File: config.mk
export PLATFORM = sky130hd
export DESIGN_NAME = frame_scheduler_flat
export DESIGN_NICKNAME = d
export VERILOG_FILES = /design/src/rtl/frame_scheduler_pkg.sv /design/src/rtl/frame_scheduler_if.sv /design/src/rtl/frame_scheduler_rgb_fader.sv /design/src/rtl/frame_scheduler.sv /design/src/flat_wrapper.sv
export SDC_FILE = /design/constraint.sdc
export NUM_CORES = 1
export LEC_CHECK = 0
export CAP_MARGIN = 20
export CORE_AREA = 2 2 107 109
export CTS_CLUSTER_DIAMETER = 150
export DETAILED_ROUTE_END_ITERATION = 8
export DIE_AREA = 0 0 109 111
export GPL_TIMING_DRIVEN = 0
export PLACE_DENSITY = 0.71
export REMOVE_ABC_BUFFERS = 1
export SLEW_MARGIN = 20
export SYNTH_ARGS = -nofsm -noshare
export SYNTH_HDL_FRONTEND = slang
export SYNTH_SLANG_ARGS = --single-unit
export TNS_END_PERCENT = 1
File: constraint.sdc
create_clock -name i_clk -period 5.1 [get_ports i_clk]
set_input_delay 0.51 -clock i_clk [delete_from_list [all_inputs] [get_ports i_clk]]
set_output_delay 0.51 -clock i_clk [all_outputs]
set_load 0.03 [all_outputs]
File: src/rtl/frame_scheduler_pkg.sv
// Shared display types and widths for the screen sequencer.
package frame_scheduler_pkg;

    localparam int unsigned RGB_W   = 24;
    localparam int unsigned CH_W    = 8;
    localparam int unsigned NUM_CH  = RGB_W / CH_W;
    localparam int unsigned LEVEL_W = 3;

    typedef enum logic [1:0] {
        TITLE    = 2'd0,
        FADE_IN  = 2'd1,
        PLAY     = 2'd2,
        END_HOLD = 2'd3
    } screen_t;

endpackage

File: src/rtl/frame_scheduler_if.sv
// Frame timing, control pulses and pixel buses between the sequencer and its neighbours.
interface frame_scheduler_if;
    import frame_scheduler_pkg::*;

    logic             i_frame_start;
    logic             i_start_btn;
    logic             i_game_over;
    logic             i_p1_win;
    logic [RGB_W-1:0] i_title_rgb;
    logic [RGB_W-1:0] i_game_rgb;
    logic [RGB_W-1:0] i_end_rgb;
    screen_t          o_state;
    logic             o_is_p1_win;
    logic             o_game_rst;
    logic [RGB_W-1:0] o_rgb;

    modport master (
        output i_frame_start, i_start_btn, i_game_over, i_p1_win,
        output i_title_rgb, i_game_rgb, i_end_rgb,
        input  o_state, o_is_p1_win, o_game_rst, o_rgb
    );

    modport slave (
        input  i_frame_start, i_start_btn, i_game_over, i_p1_win,
        input  i_title_rgb, i_game_rgb, i_end_rgb,
        output o_state, o_is_p1_win, o_game_rst, o_rgb
    );

endinterface

File: src/rtl/frame_scheduler_rgb_fader.sv
// Scales each 8-bit channel by (level+1)/8; level 7 passes the pixel unchanged.
module frame_scheduler_rgb_fader
    import frame_scheduler_pkg::*;
(
    input  logic [RGB_W-1:0]   rgb_i,
    input  logic [LEVEL_W-1:0] level_i,
    output logic [RGB_W-1:0]   rgb_o
);

    localparam int unsigned GAIN_W = LEVEL_W + 1;
    localparam int unsigned PROD_W = CH_W + LEVEL_W;

    logic [GAIN_W-1:0] gain;

    assign gain = GAIN_W'(level_i) + GAIN_W'(1);

    // One 8x4 multiply per channel, keeping product bits [10:3].
    for (genvar k = 0; k < NUM_CH; k++) begin : g_ch
        logic [PROD_W-1:0] prod;
        assign prod = PROD_W'(rgb_i[CH_W*k +: CH_W]) * PROD_W'(gain);
        assign rgb_o[CH_W*k +: CH_W] = CH_W'(prod >> LEVEL_W);
    end

endmodule

File: src/rtl/frame_scheduler.sv
// Screen sequencer: selects title / faded game / game / end pixels, switching only on frame boundaries.
module frame_scheduler
    import frame_scheduler_pkg::*;
#(
    parameter int unsigned FADE_STEP_FRAMES = 4,
    parameter int unsigned HOLD_FRAMES      = 180
) (
    input  logic              i_clk,
    input  logic              i_rst,
    frame_scheduler_if.slave  bus
);

    localparam int unsigned STEP_W = (FADE_STEP_FRAMES > 1) ? $clog2(FADE_STEP_FRAMES) : 1;
    localparam int unsigned HOLD_W = $clog2(HOLD_FRAMES + 1);

    localparam logic [STEP_W-1:0]  STEP_LAST = STEP_W'(FADE_STEP_FRAMES - 1);
    localparam logic [HOLD_W-1:0]  HOLD_MAX  = HOLD_W'(HOLD_FRAMES);
    localparam logic [LEVEL_W-1:0] LEVEL_MAX = '1;

    screen_t            state_q,     state_d;
    logic [LEVEL_W-1:0] level_q,     level_d;
    logic [STEP_W-1:0]  step_q,      step_d;
    logic [HOLD_W-1:0]  hold_q,      hold_d;
    logic               start_req_q, start_req_d;
    logic               over_req_q,  over_req_d;
    logic               pend_win_q,  pend_win_d;
    logic               win_q,       win_d;
    logic               game_rst_q,  game_rst_d;
    logic [RGB_W-1:0]   rgb_q,       rgb_d;
    logic [RGB_W-1:0]   faded_rgb;

    // Control state, counters and request latches.
    always_ff @(posedge i_clk or posedge i_rst) begin
        if (i_rst) begin
            state_q     <= TITLE;
            level_q     <= '0;
            step_q      <= '0;
            hold_q      <= '0;
            start_req_q <= 1'b0;
            over_req_q  <= 1'b0;
            pend_win_q  <= 1'b0;
            win_q       <= 1'b0;
            game_rst_q  <= 1'b0;
        end else begin
            state_q     <= state_d;
            level_q     <= level_d;
            step_q      <= step_d;
            hold_q      <= hold_d;
            start_req_q <= start_req_d;
            over_req_q  <= over_req_d;
            pend_win_q  <= pend_win_d;
            win_q       <= win_d;
            game_rst_q  <= game_rst_d;
        end
    end

    // Next-state logic; requests are OR'd with the live pulse so set-and-consume works on a boundary.
    always_comb begin
        state_d     = state_q;
        level_d     = level_q;
        step_d      = step_q;
        hold_d      = hold_q;
        start_req_d = start_req_q | bus.i_start_btn;
        over_req_d  = over_req_q | bus.i_game_over;
        pend_win_d  = bus.i_game_over ? bus.i_p1_win : pend_win_q;
        win_d       = win_q;
        game_rst_d  = 1'b0;

        unique case (state_q)
            TITLE: begin
                over_req_d = 1'b0;
                if (bus.i_frame_start && start_req_d) begin
                    state_d     = FADE_IN;
                    game_rst_d  = 1'b1;
                    level_d     = '0;
                    step_d      = '0;
                    start_req_d = 1'b0;
                end
            end
            FADE_IN: begin
                start_req_d = 1'b0;
                over_req_d  = 1'b0;
                if (bus.i_frame_start) begin
                    if (step_q == STEP_LAST) begin
                        step_d = '0;
                        if (level_q == LEVEL_MAX) begin
                            state_d = PLAY;
                        end else begin
                            level_d = level_q + LEVEL_W'(1);
                        end
                    end else begin
                        step_d = step_q + STEP_W'(1);
                    end
                end
            end
            PLAY: begin
                start_req_d = 1'b0;
                if (bus.i_frame_start && over_req_d) begin
                    state_d    = END_HOLD;
                    win_d      = pend_win_d;
                    hold_d     = '0;
                    over_req_d = 1'b0;
                end
            end
            END_HOLD: begin
                if (bus.i_frame_start) begin
                    if (hold_q == HOLD_MAX) begin
                        if (start_req_d) begin
                            state_d     = TITLE;
                            start_req_d = 1'b0;
                        end
                    end else begin
                        hold_d      = hold_q + HOLD_W'(1);
                        start_req_d = 1'b0;
                    end
                end
            end
            default: state_d = TITLE;
        endcase
    end

    frame_scheduler_rgb_fader u_fader (
        .rgb_i   (bus.i_game_rgb),
        .level_i (level_q),
        .rgb_o   (faded_rgb)
    );

    // Pixel source select from the registered screen state.
    always_comb begin
        rgb_d = '0;
        unique case (state_q)
            TITLE:    rgb_d = bus.i_title_rgb;
            FADE_IN:  rgb_d = faded_rgb;
            PLAY:     rgb_d = bus.i_game_rgb;
            END_HOLD: rgb_d = bus.i_end_rgb;
            default:  rgb_d = '0;
        endcase
    end

    // Output pixel register.
    always_ff @(posedge i_clk or posedge i_rst) begin
        if (i_rst) begin
            rgb_q <= '0;
        end else begin
            rgb_q <= rgb_d;
        end
    end

    assign bus.o_state     = state_q;
    assign bus.o_is_p1_win = win_q;
    assign bus.o_game_rst  = game_rst_q;
    assign bus.o_rgb       = rgb_q;

endmodule
File: src/flat_wrapper.sv
// flat-port wrapper written by rule: the top's interface ports become plain ports
module frame_scheduler_flat import frame_scheduler_pkg::*;
#(
    parameter int unsigned FADE_STEP_FRAMES = 4,
    parameter int unsigned HOLD_FRAMES      = 180
)
  (i_clk, i_rst, bus_i_frame_start, bus_i_start_btn, bus_i_game_over, bus_i_p1_win, bus_i_title_rgb, bus_i_game_rgb, bus_i_end_rgb, bus_o_state, bus_o_is_p1_win, bus_o_game_rst, bus_o_rgb);
  frame_scheduler_if bus_i ();
  input  logic i_clk;
  input  logic i_rst;
  input wire logic [$bits(bus_i.i_frame_start)-1:0] bus_i_frame_start;
  input wire logic [$bits(bus_i.i_start_btn)-1:0] bus_i_start_btn;
  input wire logic [$bits(bus_i.i_game_over)-1:0] bus_i_game_over;
  input wire logic [$bits(bus_i.i_p1_win)-1:0] bus_i_p1_win;
  input wire logic [$bits(bus_i.i_title_rgb)-1:0] bus_i_title_rgb;
  input wire logic [$bits(bus_i.i_game_rgb)-1:0] bus_i_game_rgb;
  input wire logic [$bits(bus_i.i_end_rgb)-1:0] bus_i_end_rgb;
  output wire logic [$bits(bus_i.o_state)-1:0] bus_o_state;
  output wire logic [$bits(bus_i.o_is_p1_win)-1:0] bus_o_is_p1_win;
  output wire logic [$bits(bus_i.o_game_rst)-1:0] bus_o_game_rst;
  output wire logic [$bits(bus_i.o_rgb)-1:0] bus_o_rgb;
  assign bus_i.i_frame_start = bus_i_frame_start;
  assign bus_i.i_start_btn = bus_i_start_btn;
  assign bus_i.i_game_over = bus_i_game_over;
  assign bus_i.i_p1_win = bus_i_p1_win;
  assign bus_i.i_title_rgb = bus_i_title_rgb;
  assign bus_i.i_game_rgb = bus_i_game_rgb;
  assign bus_i.i_end_rgb = bus_i_end_rgb;
  assign bus_o_state = bus_i.o_state;
  assign bus_o_is_p1_win = bus_i.o_is_p1_win;
  assign bus_o_game_rst = bus_i.o_game_rst;
  assign bus_o_rgb = bus_i.o_rgb;
  frame_scheduler #(.FADE_STEP_FRAMES(FADE_STEP_FRAMES), .HOLD_FRAMES(HOLD_FRAMES)) u_core (.i_clk(i_clk), .i_rst(i_rst), .bus(bus_i));
endmodule
**Word level (Yosys, flattened, before mapping)**

Cells that the tools add are included.

- Equality and inequality tests: 16
- Muxes and demuxes: 31
- Bitwise operators: 2
- Reductions and logical operators: 12
- $mul: 3
- Add/subtract/negate cells: 4

Operators by type and width:

| cell | number |
|---|---|
| $pmux W24 S4 | 1 |
| $mul A8 B4 Y11 | 3 |
| $mux W8 | 3 |
| $mux W2 | 11 |
| $pmux W8 S2 | 1 |
| $mux W3 | 4 |
| $ne A2 B1 Y1 const B | 6 |
| $add A8 B1 Y8 const B | 1 |
| $eq A8 B8 Y1 const B | 1 |
| $ne A2 B2 Y1 const B | 4 |
| $pmux W2 S4 | 1 |
| $reduce_and A8 Y1 | 1 |
| $eq A2 B2 Y1 const B | 3 |
| $mux W1 | 6 |
| $pmux W3 S2 | 1 |
| $reduce_and A5 Y1 | 1 |
| $add A3 B1 Y4 const B | 1 |
| $pmux W2 S2 | 1 |
| $reduce_and A4 Y1 | 1 |
| $reduce_bool A2 Y1 | 2 |
| $reduce_or A2 Y1 | 2 |
| $add A3 B1 Y3 const B | 1 |
| $eq A3 B3 Y1 const B | 1 |
| $pmux W1 S3 | 1 |
| 8 further kinds | 10 |

- Flip-flop bits (word level): 44
- Bits of input ports: 78
- Output and inout port bits: 28
- Logic and storage cells: 78

**Longest topological paths before layout**

- Word-level depth: 5
- Mapped depth: 15
- Depth with buffers taken out: 14

**By module**

A second synthesis with hierarchy kept.

- Cell total of the unflattened synthesis: 537
- Area, all modules: 4979.8 µm²

By module, submodules not included:

| module | cells an instance | area each (µm²) | seq. area each (µm²) | times used |
|---|---|---|---|---|
| frame_scheduler_rgb_fader | 303 | 2543.7 | 0.0 | 1 |
| frame_scheduler | 234 | 2436.1 | 1101.1 | 1 |

**Least setup slack after synthesis**

OpenSTA, ideal clock, no wires.

- Path type: register -> register
- Start point: register u_core.level_q[0]
- End point: register u_core.rgb_q[7], in the netlist u_core.bus.o_rgb[7]
- Cell stages (with the launch flop): 15
- Arrival time: 3.721 ns
- Setup slack: 1.241 ns
- Buffers on the path: 1
- Setup time: 0.137 ns
- Clock period less this slack: 3.859 ns
- Required time: 4.963 ns
- Cells stage by stage: dfrtp_1 ha_1 ha_1 clkbuf_1 nand2_1 fa_1 inv_1 fa_1 fa_1 a211o_1 a21oi_2 o21ai_1 a21oi_2 xnor2_1 a21boi_1

- Word-level cells in the longest chain between the ends: 3

Ends and longest elaborated chain:

| element | line | source |
|---|---|---|
| start: declaration | frame_scheduler.sv:21 | `logic [LEVEL_W-1:0] level_q, level_d;` |
| start signal: assignment | frame_scheduler.sv:46 | `level_q <= level_d;` |
| $add A3 B1 Y4 | frame_scheduler_rgb_fader.sv:15 | `assign gain = GAIN_W'(level_i) + GAIN_W'(1);` |
| $mul A8 B4 Y11 | frame_scheduler_rgb_fader.sv:20 | `assign prod = PROD_W'(rgb_i[CH_W*k +: CH_W]) * PROD_W'(gain);` |
| $pmux W24 S4 | frame_scheduler.sv:131 | `unique case (state_q)` |
| via u_core.rgb_d[7] | frame_scheduler.sv:29 | `logic [RGB_W-1:0] rgb_q, rgb_d;` |
| end signal: assignment | frame_scheduler.sv:145 | `rgb_q <= rgb_d;` |
| end: declaration | frame_scheduler.sv:29 |  |

The timed path passes the listed nets, and every way through them passes these cells.
A chain may end at the register's enable or synchronous reset.

**Worst setup path after layout**

Same ends and word-level chain as after synthesis.

==> flow_metrics.py <==
metrics = {
    "final_layout": {
        "nFillCells": 1016,
        "layout-drive-gt1-share": 0.0442,
        "fin_nets": 792,
        "final_cell_mix": "105 x clkdlybuf4s50_1, 66 x inv_1, 52 x nand2_1",
        "final_common_cell": "clkdlybuf4s50_1",
        "finalInstanceArea_um2": 6150,
        "n_antenna_cell": 0,
        "syn_to_final_growth_pct": 27.1,
    },
    "drt": {
        "drtIter0Drc": 164,
        "drc_errors": 0,
        "finalWirelength_um": 12300,
        "wl_per_cell_um": 15.8,
        "via_per_inst": 5.33,
        "vias": 4137,
        "ant_nets": 0,
        "drt_first_pass_iters": 4,
    },
    "placed_design": {
        "gp_congestion": 0.793,
        "dp_hpwl_um": 9170,
        "port_buffers": 105,
        "dpl_cell_area_um2": 6000,
    },
    "power": {
        "clockPowerShare": 0.105,
        "p_total_uw": 3150,
        "p_seq_frac": 0.180,
        "switchingPower_uw": 1520,
        "comb_power_share": 0.715,
        "peakVddDrop_uv": 374,
        "p_int_uw": 1630,
        "p_leak_uw": 0.00277,
        "netSwitchingFraction": 0.481,
        "powerDensity_nw_per_um2": 512,
    },
    "run_status": {
        "status": "finished, final reports clean",
    },
    "global_routing": {
        "grt_max_degree": 35,
        "grt_pass1_wl_um": 20600,
        "grt_overflow": 0,
        "antenna_found_initial": 0,
        "grt_usage": 0.212,
        "grt_pass1_vias": 4325,
    },
    "critical_path": {
        "critPathArrivalTime_ps": 4880,
        "crit_type": "flip-flop to flip-flop",
        "end_kind": "flip-flop",
        "cp.required_ps": 5260,
        "crit_fanout": 26,
        "cp-start-kind": "flip-flop",
    },
    "sta": {
        "rsz0062_at_grt": "false",
        "period_minus_slack_ps": 4720,
        "hold_violations": 0,
        "fin_crit_sh": 0.926,
        "tightest_slew_ps": 950,
        "clock.fmax_ghz": 0.212,
        "relSlewSlack": 0.363,
        "drv_slew": 0,
        "setup_violations": 0,
        "skew_ps": 11.7,
        "fin_tns_setup_ps": 0,
    },
    "logic_synthesis": {
        "synth_xor_area_frac": 0.0468,
        "synthAdderAreaFrac": 0.268,
        "syn-mean-instance-area_um2": 8.89,
        "synth_cell_types": 59,
        "synthSimpleGateAreaFrac": 0.184,
        "yosys_warnings": 0,
        "synth_mux_area_frac": 0.0137,
        "synth_compound_area_frac": 0.186,
        "synth-seq-cells": 44,
        "postSynthCellCount": 544,
        "ys.flop_type": "dfrtp_1",
        "synth-edff-count": 0,
        "synth_top_family_by_area": "adder cells",
        "async_flop_share": 1.00,
        "netlist_area_um2": 4840,
        "yosysSeqAreaShare": 0.228,
    },
    "clock_network": {
        "clk_latency_ps": 290,
        "cts_made_buffers": 5,
        "postCtsHoldBufs": 0,
        "post-cts-setup-buffers": 0,
        "clock-root-buffer": "clkbuf_16",
        "h-tree-depth": 2,
        "cts_max_path_buffers": 2,
        "cts_resized": 0,
        "clkTransAtPathRegs_ps": 70,
        "tritoncts": "done",
        "cts_sinks": 44,
    },
    "die": {
        "rows": 39,
        "io_pins": 106,
        "core_region_area_um2": 11100,
        "fp.dieW_um": 109,
        "die_area_um2": 12100,
        "start_util": 0.437,
        "die_h_um": 111,
    },
    "run": {
        "cap_violations": 0,
    },
    "hold_path": {
        "hold_path.class": "flip-flop to flip-flop",
    },
}
[stage by stage]
stage / hold WS, ps / worst slack [ps] / cells / util
after floorplan: 468 / 1110 / 519 / -
after global placement: 479 / 465 / 767 / 0.538
after detailed placement: 486 / 337 / 768 / 0.542
after CTS: 500 / 341 / 776 / 0.555
after global routing: 509 / 19.4 / 776 / 0.555
final: 496 / 379 / 776 / 0.555
[registers in the layout (all words and copies together), names as in the netlist]
name and count:
u_core.level_q 3, u_core.start_req_q 1, u_core.bus.o_rgb 24, u_core.over_req_q 1, u_core.bus.o_game_rst 1, u_core.bus.o_state 2, u_core.step_q 2, u_core.hold_q 8
u_core.pend_win_q 1, u_core.bus.o_is_p1_win 1
[critical path, stage by stage (launching register included)]
cell      delay, ps
dfrtp_1         670
ha_1            350
ha_1            780
nand2_1         170
fa_1            540
inv_1            60
fa_1            540
fa_1            500
a211o_1         350
a21oi_2         150
o21ai_1          90
a21oi_2         150
xnor2_1         130
a21boi_1         90
[cells in the mapped netlist (3+ instances only)]
library cell   n  area (um2)
inv_1         67         251
nand2_1       52         195
ha_1          46         576
and2_1        45         282
dfrtp_1       44        1100
fa_1          36         721
a21oi_1       20         100
nand2b_1      19         119
a221oi_1      18         158
xnor2_1       16         140
nor2_1        15        56.3
o21ai_0       14        70.1
clkbuf_1      13        48.8
o21ai_1       13        65.1
a2bb2oi_1     11        96.3
nor2b_1       10        62.6
nand3_1        9        45.0
buf_2          8        40.0
o21a_1         8        60.1
xor2_1         8        70.1
nor3_1         5        25.0
a21oi_2        4        35.0
a31oi_1        4        25.0
buf_1          4        15.0
o21bai_1       4        30.0
a21boi_1       3        22.5
a22oi_1        3        22.5
mux2_2         3        33.8
nand4_1        3        18.8
[power groups by stage]
| stage | Combinational [uW] | Sequential (uW) | Clock (uW) |
|---|---|---|---|
| finish | 2250 | 568 | 331 |
| global route | 2500 | 584 | 358 |
| CTS | 2270 | 569 | 341 |
| detailed placement | 2260 | 572 | 0 |
| global placement | 2180 | 569 | 0 |
| floorplan | 1370 | 763 | 0 |
[path summary, 6_finish.rpt]
path | startpoint | slack [ps] | depth (start not counted) | endpoint
setup / recovery | u_core.level_q[0] | 380 | 13 | u_core.bus.o_rgb[7]
max in group asynchronous | i_rst | 3950 | 3 | u_core.step_q[1]
hold reg to reg | u_core.pend_win_q | 500 | 1 | u_core.pend_win_q
setup reg to reg | u_core.level_q[0] | 380 | 13 | u_core.bus.o_rgb[7]
hold / removal | u_core.pend_win_q | 500 | 1 | u_core.pend_win_q
min in group asynchronous | i_rst | 630 | 2 | u_core.bus.o_rgb[16]
[kinds of logic (layout without fill, tap and decap cells)]
family / Yosys count / in the layout
muxes: 6 / 6
DFF: 44 / 44
adders and majority gates: 82 / 82
and+or+nand+nor: 169 / 169
xor gates and xnor gates: 25 / 25
buffers and inverters: 93 / 182
AOI/OAI and AO/OA: 125 / 125
[routing by layer]
metal / track usage / up-vias / share of wire
met4: 0.0256 / 0 / 0.0057
met1: 0.296 / 1995 / 0.46
li1: - / 2023 / -
met5: 0 / - / 0
met2: 0.357 / 113 / 0.48
met3: 0.0306 / 6 / 0.049
[layout make-up]
type | count | area (um2) | share of cell area
Multi-Input combinational cell | 407 | 3390 | 0.551
Clock inverter | 2 | 10.0 | 0.00163
Tap cell | 143 | 179 | 0.0291
Sequential cell | 44 | 1100 | 0.179
Timing Repair Buffer | 106 | 1080 | 0.175
Inverter | 68 | 255 | 0.0415
Clock buffer | 6 | 139 | 0.0226
Note: power is estimated with default switching activity, not from simulation.
==> RTL edit 1 (same flow settings) <==
`HOLD_FRAMES` is set to 180 in 2 places; all go to 360.
--- a/src/rtl/frame_scheduler.sv
+++ b/src/rtl/frame_scheduler.sv
@@ -4,5 +4,5 @@
 #(
     parameter int unsigned FADE_STEP_FRAMES = 4,
-    parameter int unsigned HOLD_FRAMES      = 180
+    parameter int unsigned HOLD_FRAMES      = 360
 ) (
     input  logic              i_clk,
--- a/src/flat_wrapper.sv
+++ b/src/flat_wrapper.sv
@@ -3,5 +3,5 @@
 #(
     parameter int unsigned FADE_STEP_FRAMES = 4,
-    parameter int unsigned HOLD_FRAMES      = 180
+    parameter int unsigned HOLD_FRAMES      = 360
 )
   (i_clk, i_rst, bus_i_frame_start, bus_i_start_btn, bus_i_game_over, bus_i_p1_win, bus_i_title_rgb, bus_i_game_rgb, bus_i_end_rgb, bus_o_state, bus_o_is_p1_win, bus_o_game_rst, bus_o_rgb);
Behaviour: no difference found for any inputs over 10 cycles, from zero or initial values and one cycle with i_rst high; that may be too few to reach the edited logic, so the function may still have changed.
==> RTL edit 1 against the original RTL <==
Final area up 1.8%. Sequential share of layout area up 0.092 points. Critical path depth down 1. Wire length up 2.7%. Die area unchanged. Non-clock buffer count unchanged. Clock power up 14%. Area after synthesis up 2.0%. Setup slack better by 57 ps. Power up 3.3%. Sequential cell count up 1.
==> RTL edit 1: results (changes against the original RTL) <==
Critical path
  • Crit-path slowest cell: ha_1
  • Crit start category: register
  • Critical Path Max Stage Delay: 1000 ps (+220 ps)
  • CP Data Arrival Time: 4830 ps (-50 ps)
  • Delay-heaviest family, CP: adder cells
  • R2r endpoint: u_core.bus.o_rgb[13]$_DFF_PP0_
  • Critical Path End: u_core.bus.o_rgb[13]$_DFF_PP0_
  • CP max FO: 26 (unchanged)
  • R2r setup slk: 440 ps (+60 ps)
  • Reg2Reg Depth: 12 (-1)

Synth
  • Main flop type after synthesis: dfrtp_1
  • Asr flop ratio synth: 1.00 (unchanged)
  • Most common library cells after synthesis: inv_1 (68), nand2_1 (51), and2_1 (48)
  • XOR/XNOR Fraction of Synth Area: 0.0373 (-0.00954)
  • Post-synthesis compound-gate area fraction: 0.192 (+0.00570)
  • Post-Synth Adder-Cell Area: 0.263 (-0.00530)
  • Synth area leaders: dfrtp_1 (23%), fa_1 (15%), ha_1 (12%), and2_1 (6.1%), inv_1 (5.2%)
  • Seq/Total Area, Yosys: 0.228 (+0.000570)
  • Mux contribution to synthesized area: 0.0134 (-0.000271)
  • Cell taking the most area after synthesis: dfrtp_1
  • Unique cell type count in the Yosys netlist: 54 (-8.5%)
  • Synth Warn #: 0 (unchanged)

Detailed routing
  • Pre-Repair DR Iteration Count: 5 (+1)
  • 1st-iter DRT viols: 176 (+7.3%)
  • Routed Wire Length: 12600 µm (+2.7%)
  • Vias per cell: 5.45 (+2.2%)

CTS
  • H-tree levels: 2 (unchanged)
  • Clock insertion delay at the later pin of the skew report: 290 ps (about the same)
  • Clock tree buffer depth: 2 (unchanged)
  • PostCTS Resize Cnt: 0 (unchanged)
  • Root buf cell: clkbuf_16
  • CTS buffer count: 5 (unchanged)

Layout
  • Final #Nets: 811 (+2.4%)
  • Fillcell total: 988 (-2.8%)
  • Share of layout cells above drive strength 1: 0.0507 (+0.00646)
  • Largest register FFs: 24 (unchanged)

Timing
  • Period utilisation layout: 0.914 (-0.0112)
  • Rel. slew slack: 0.369 (+0.00612)
  • Clk_skew: 3.27 ps (-8.45 ps)

Place
  • Gpl congestion: 0.853 (+7.5%)
  • Worst slack, placed: 271 ps (-66.4 ps)
  • Post-DP HPWL: 9170 µm (about the same)

Global route
  • Vias in the first global route: 4592 (+6.2%)
  • Largest net degree at the start of global routing: 34 (-2.9%)
  • Initial antenna violation count: 0 (unchanged)
  • First-pass GRT wire length: 21600 µm (+4.7%)
  • GRT Overall Usage: 0.221 (+0.00879)

Power
  • Pleak: 2.81 nW (+1.7%)
  • Worst VDD drop: 279 µV (-25%)

Worst hold path
  • HP Class: reg2reg

Status
  • Outcome: complete, no violations
## RTL edit 1: cell count changes in the layout (fill, tap and decap cells not counted), moves of 3 or more
cell | unedited run | this run
a21oi_1 | 20 | 23
and2_1 | 45 | 48
nand3_1 | 9 | 15
nand4_1 | 3 | 0
nor2_1 | 15 | 21
o21ai_0 | 14 | 26
o21ai_1 | 13 | 6
xor2_1 | 8 | 4
## RTL edit 1: logic make-up (layout without fill, tap and decap cells)
| group | after synthesis | count (layout) |
|---|---|---|
| fa+ha+maj | 82 | 82 |
| mux | 6 | 6 |
| xor+xnor | 21 | 21 |
| buf+inv | 93 | 181 |
| compound gates | 134 | 134 |
| simple gates | 182 | 182 |
| flops | 45 | 45 |
## RTL edit 1: area by class of cell
cell class | count | area [µm²] | share of cell area
clock inverter | 2 | 35.0 | 0.00560
timing repair buffer | 106 | 1080 | 0.172
multi-input combinational | 425 | 3460 | 0.553
clock buffer | 5 | 125 | 0.0200
inverter | 68 | 255 | 0.0408
tap | 143 | 179 | 0.0286
sequential | 45 | 1130 | 0.180
## RTL edit 1: through the flow
step / power, mW / cells / area [µm²] / utilization
finish: 3.25 / 794 / 6260 / 0.565
global route: 3.57 / 794 / 6260 / 0.565
CTS: 3.27 / 794 / 6250 / 0.564
detailed placement: 2.88 / 787 / 6090 / 0.550
global placement: 2.80 / 786 / 6060 / 0.547
floorplan: 2.19 / 538 / 4830 / -
## RTL edit 1: worst min-delay path by stage
stage	startpoint	endpoint	slack (ps)	cells after the start
floorplan	u_core.level_q[1]$_DFFE_PP0P_	u_core.level_q[1]$_DFFE_PP0P_	470	2
detailed placement	u_core.level_q[1]$_DFFE_PP0P_	u_core.level_q[1]$_DFFE_PP0P_	500	2
global placement	u_core.pend_win_q$_DFF_PP0_	u_core.pend_win_q$_DFF_PP0_	480	1
global route	u_core.pend_win_q$_DFF_PP0_	u_core.pend_win_q$_DFF_PP0_	530	1
CTS	u_core.level_q[1]$_DFFE_PP0P_	u_core.level_q[1]$_DFFE_PP0P_	520	2
finish	u_core.level_q[1]$_DFFE_PP0P_	u_core.level_q[1]$_DFFE_PP0P_	510	2
## RTL edit 1: metal layers
layer / up-vias / track usage / part of all wire
li1: 2083 / - / -
met1: 2127 / 0.294 / 0.44
met2: 109 / 0.385 / 0.51
met3: 9 / 0.0347 / 0.051
met4: 0 / 0.0291 / 0.0065
met5: - / 0 / 0
## RTL edit 1: where the power goes
part,internal (mW),switching (mW)
Clock,0.228,0.148
Sequential,0.499,0.0806
Combinational,0.976,1.32
## RTL edit 1: worst min-delay path, cell delays in order (launching register included)
cell     delay, ps
dfrtp_1        360
nand2_1         50
o21ai_0         60
==> RTL edit 2 (config.mk and constraints unchanged) <==
Made on the original files. Make the reset (`i_rst`) synchronous in 2 clocked blocks.
--- a/src/rtl/frame_scheduler.sv
+++ b/src/rtl/frame_scheduler.sv
@@ -31,5 +31,5 @@
 
     // Control state, counters and request latches.
-    always_ff @(posedge i_clk or posedge i_rst) begin
+    always_ff @(posedge i_clk) begin
         if (i_rst) begin
             state_q     <= TITLE;
@@ -139,5 +139,5 @@
 
     // Output pixel register.
-    always_ff @(posedge i_clk or posedge i_rst) begin
+    always_ff @(posedge i_clk) begin
         if (i_rst) begin
             rgb_q <= '0;
Behaviour: differs if i_rst is asserted again (counterexample within 4 cycles, from zero or initial values and one cycle with i_rst high); with i_rst held inactive, the same outputs for 10 cycles.
==> RTL edit 2 against the original RTL <==
Setup slack better by 200 ps. Area after synthesis is 0.16% lower. Via count is 8.3% higher. Final area increased by 0.73%. Power decreased by 31%. Sequential cell count unchanged. Clock skew decreased by 7.7 ps. Wire length grew 0.90%.
==> RTL edit 2: results (changes against the original RTL) <==
Status
  • Outcome: complete, no violations

Detailed routing
  • M1 WL: 5550 µm (-1.9%)
  • Vias per cell: 5.50 (+3.1%)
  • Routed length on met2: 5900 µm (-0.67%)
  • 1st-iter DRT viols: 338 (+110%)
  • Post-DR wirelength/cell: 15.2 µm (-3.9%)
  • Routed wl met3: 714 µm (+19%)

Synth
  • Post-synthesis compound-gate area fraction: 0.172 (-0.0140)
  • XOR/XNOR Fraction of Synth Area: 0.0471 (+0.000332)
  • Synth area leaders: dfxtp_1 (18%), fa_1 (15%), ha_1 (12%), inv_1 (6.2%), and2_1 (6.0%)
  • Seq/Total Area, Yosys: 0.182 (-0.0452)
  • Unique cell type count in the Yosys netlist: 50 (-15%)
  • Most common library cells after synthesis: inv_1 (80), nand2_1 (49), and2_1 (46), ha_1 (46), dfxtp_1 (44)
  • Post-Synth Adder-Cell Area: 0.268 (+0.000416)
  • Mux contribution to synthesized area: 0.0233 (+0.00960)

Critical path
  • CP max FO: 27 (+3.8%)
  • Reg2Reg Depth: 12 (-1)
  • Crit path launch: u_core.level_q[0]$_SDFFE_PP0P_
  • Critical Path Max Stage Delay: 750 ps (-30 ps)
  • CP Data Arrival Time: 4700 ps (-180 ps)
  • R2r setup slk: 580 ps (+200 ps)
  • FF-to-FF Start: u_core.level_q[0]$_SDFFE_PP0P_

Power
  • Cell-internal power: 1.22 mW (-25%)
  • Net switching fraction of the power: 0.437 (-0.0439)
  • Sequential Power: 0.483 mW (-15%)
  • Clk. pwr: 0.393 mW (+19%)
  • Pleak: 2.86 nW (+3.1%)

Global route
  • Vias in the first global route: 4430 (+2.4%)
  • Global Route met2 Usage: 0.349 (-0.00787)
  • Met1 usage in global routing: 0.296 (-0.000632)
  • Met3 usage: 0.0388 (+0.00823)
  • GRT Overall Usage: 0.218 (+0.00630)

Timing
  • Clk_skew: 4.05 ps (-7.67 ps)

Place
  • PortBufs: 105 (unchanged)
  • Post-DP HPWL: 9190 µm (+0.29%)
  • Gpl congestion: 0.806 (+1.6%)

Layout
  • Largest register FFs: 24 (unchanged)
  • Share of layout cells above drive strength 1: 0.0357 (-0.00852)
  • Final #Nets: 831 (+4.9%)
  • Fillcell total: 1018 (+0.20%)

Worst hold path
  • Worst Hold End: u_core.start_req_q$_SDFF_PP0_
  • Worst Hold Depth: 2 (+1)
## RTL edit 2: cell count changes in the layout (fill, tap and decap cells not counted), sizes merged, moves of 12 or more
| cell | unedited run | this run |
|---|---|---|
| nor2 | 15 | 32 |
| o21ai | 27 | 14 |
| inv | 67 | 81 |
| dfxtp | 0 | 44 |
| dfrtp | 44 | 0 |
| a221oi | 19 | 31 |
## RTL edit 2: final cells by class
type | count | share of cell area
clock inverters | 3 | 0.00747
repair buffers | 107 | 0.178
clock buffers | 5 | 0.0202
multi-input cells | 433 | 0.575
flip-flops and latches | 44 | 0.142
inverters | 80 | 0.0485
well taps | 143 | 0.0289
## RTL edit 2: through the flow
stage / cells / setup slack (ps) / area, µm² / utilization / hold slack (ps)
detailed placement: 807 / 328 / 6020 / 0.543 / 475
CTS: 815 / 316 / 6190 / 0.559 / 485
global placement: 805 / 315 / 5960 / 0.538 / 470
finish: 815 / 581 / 6190 / 0.559 / 482
floorplan: 557 / 1140 / 4730 / - / 458
global route: 815 / 343 / 6190 / 0.559 / 521
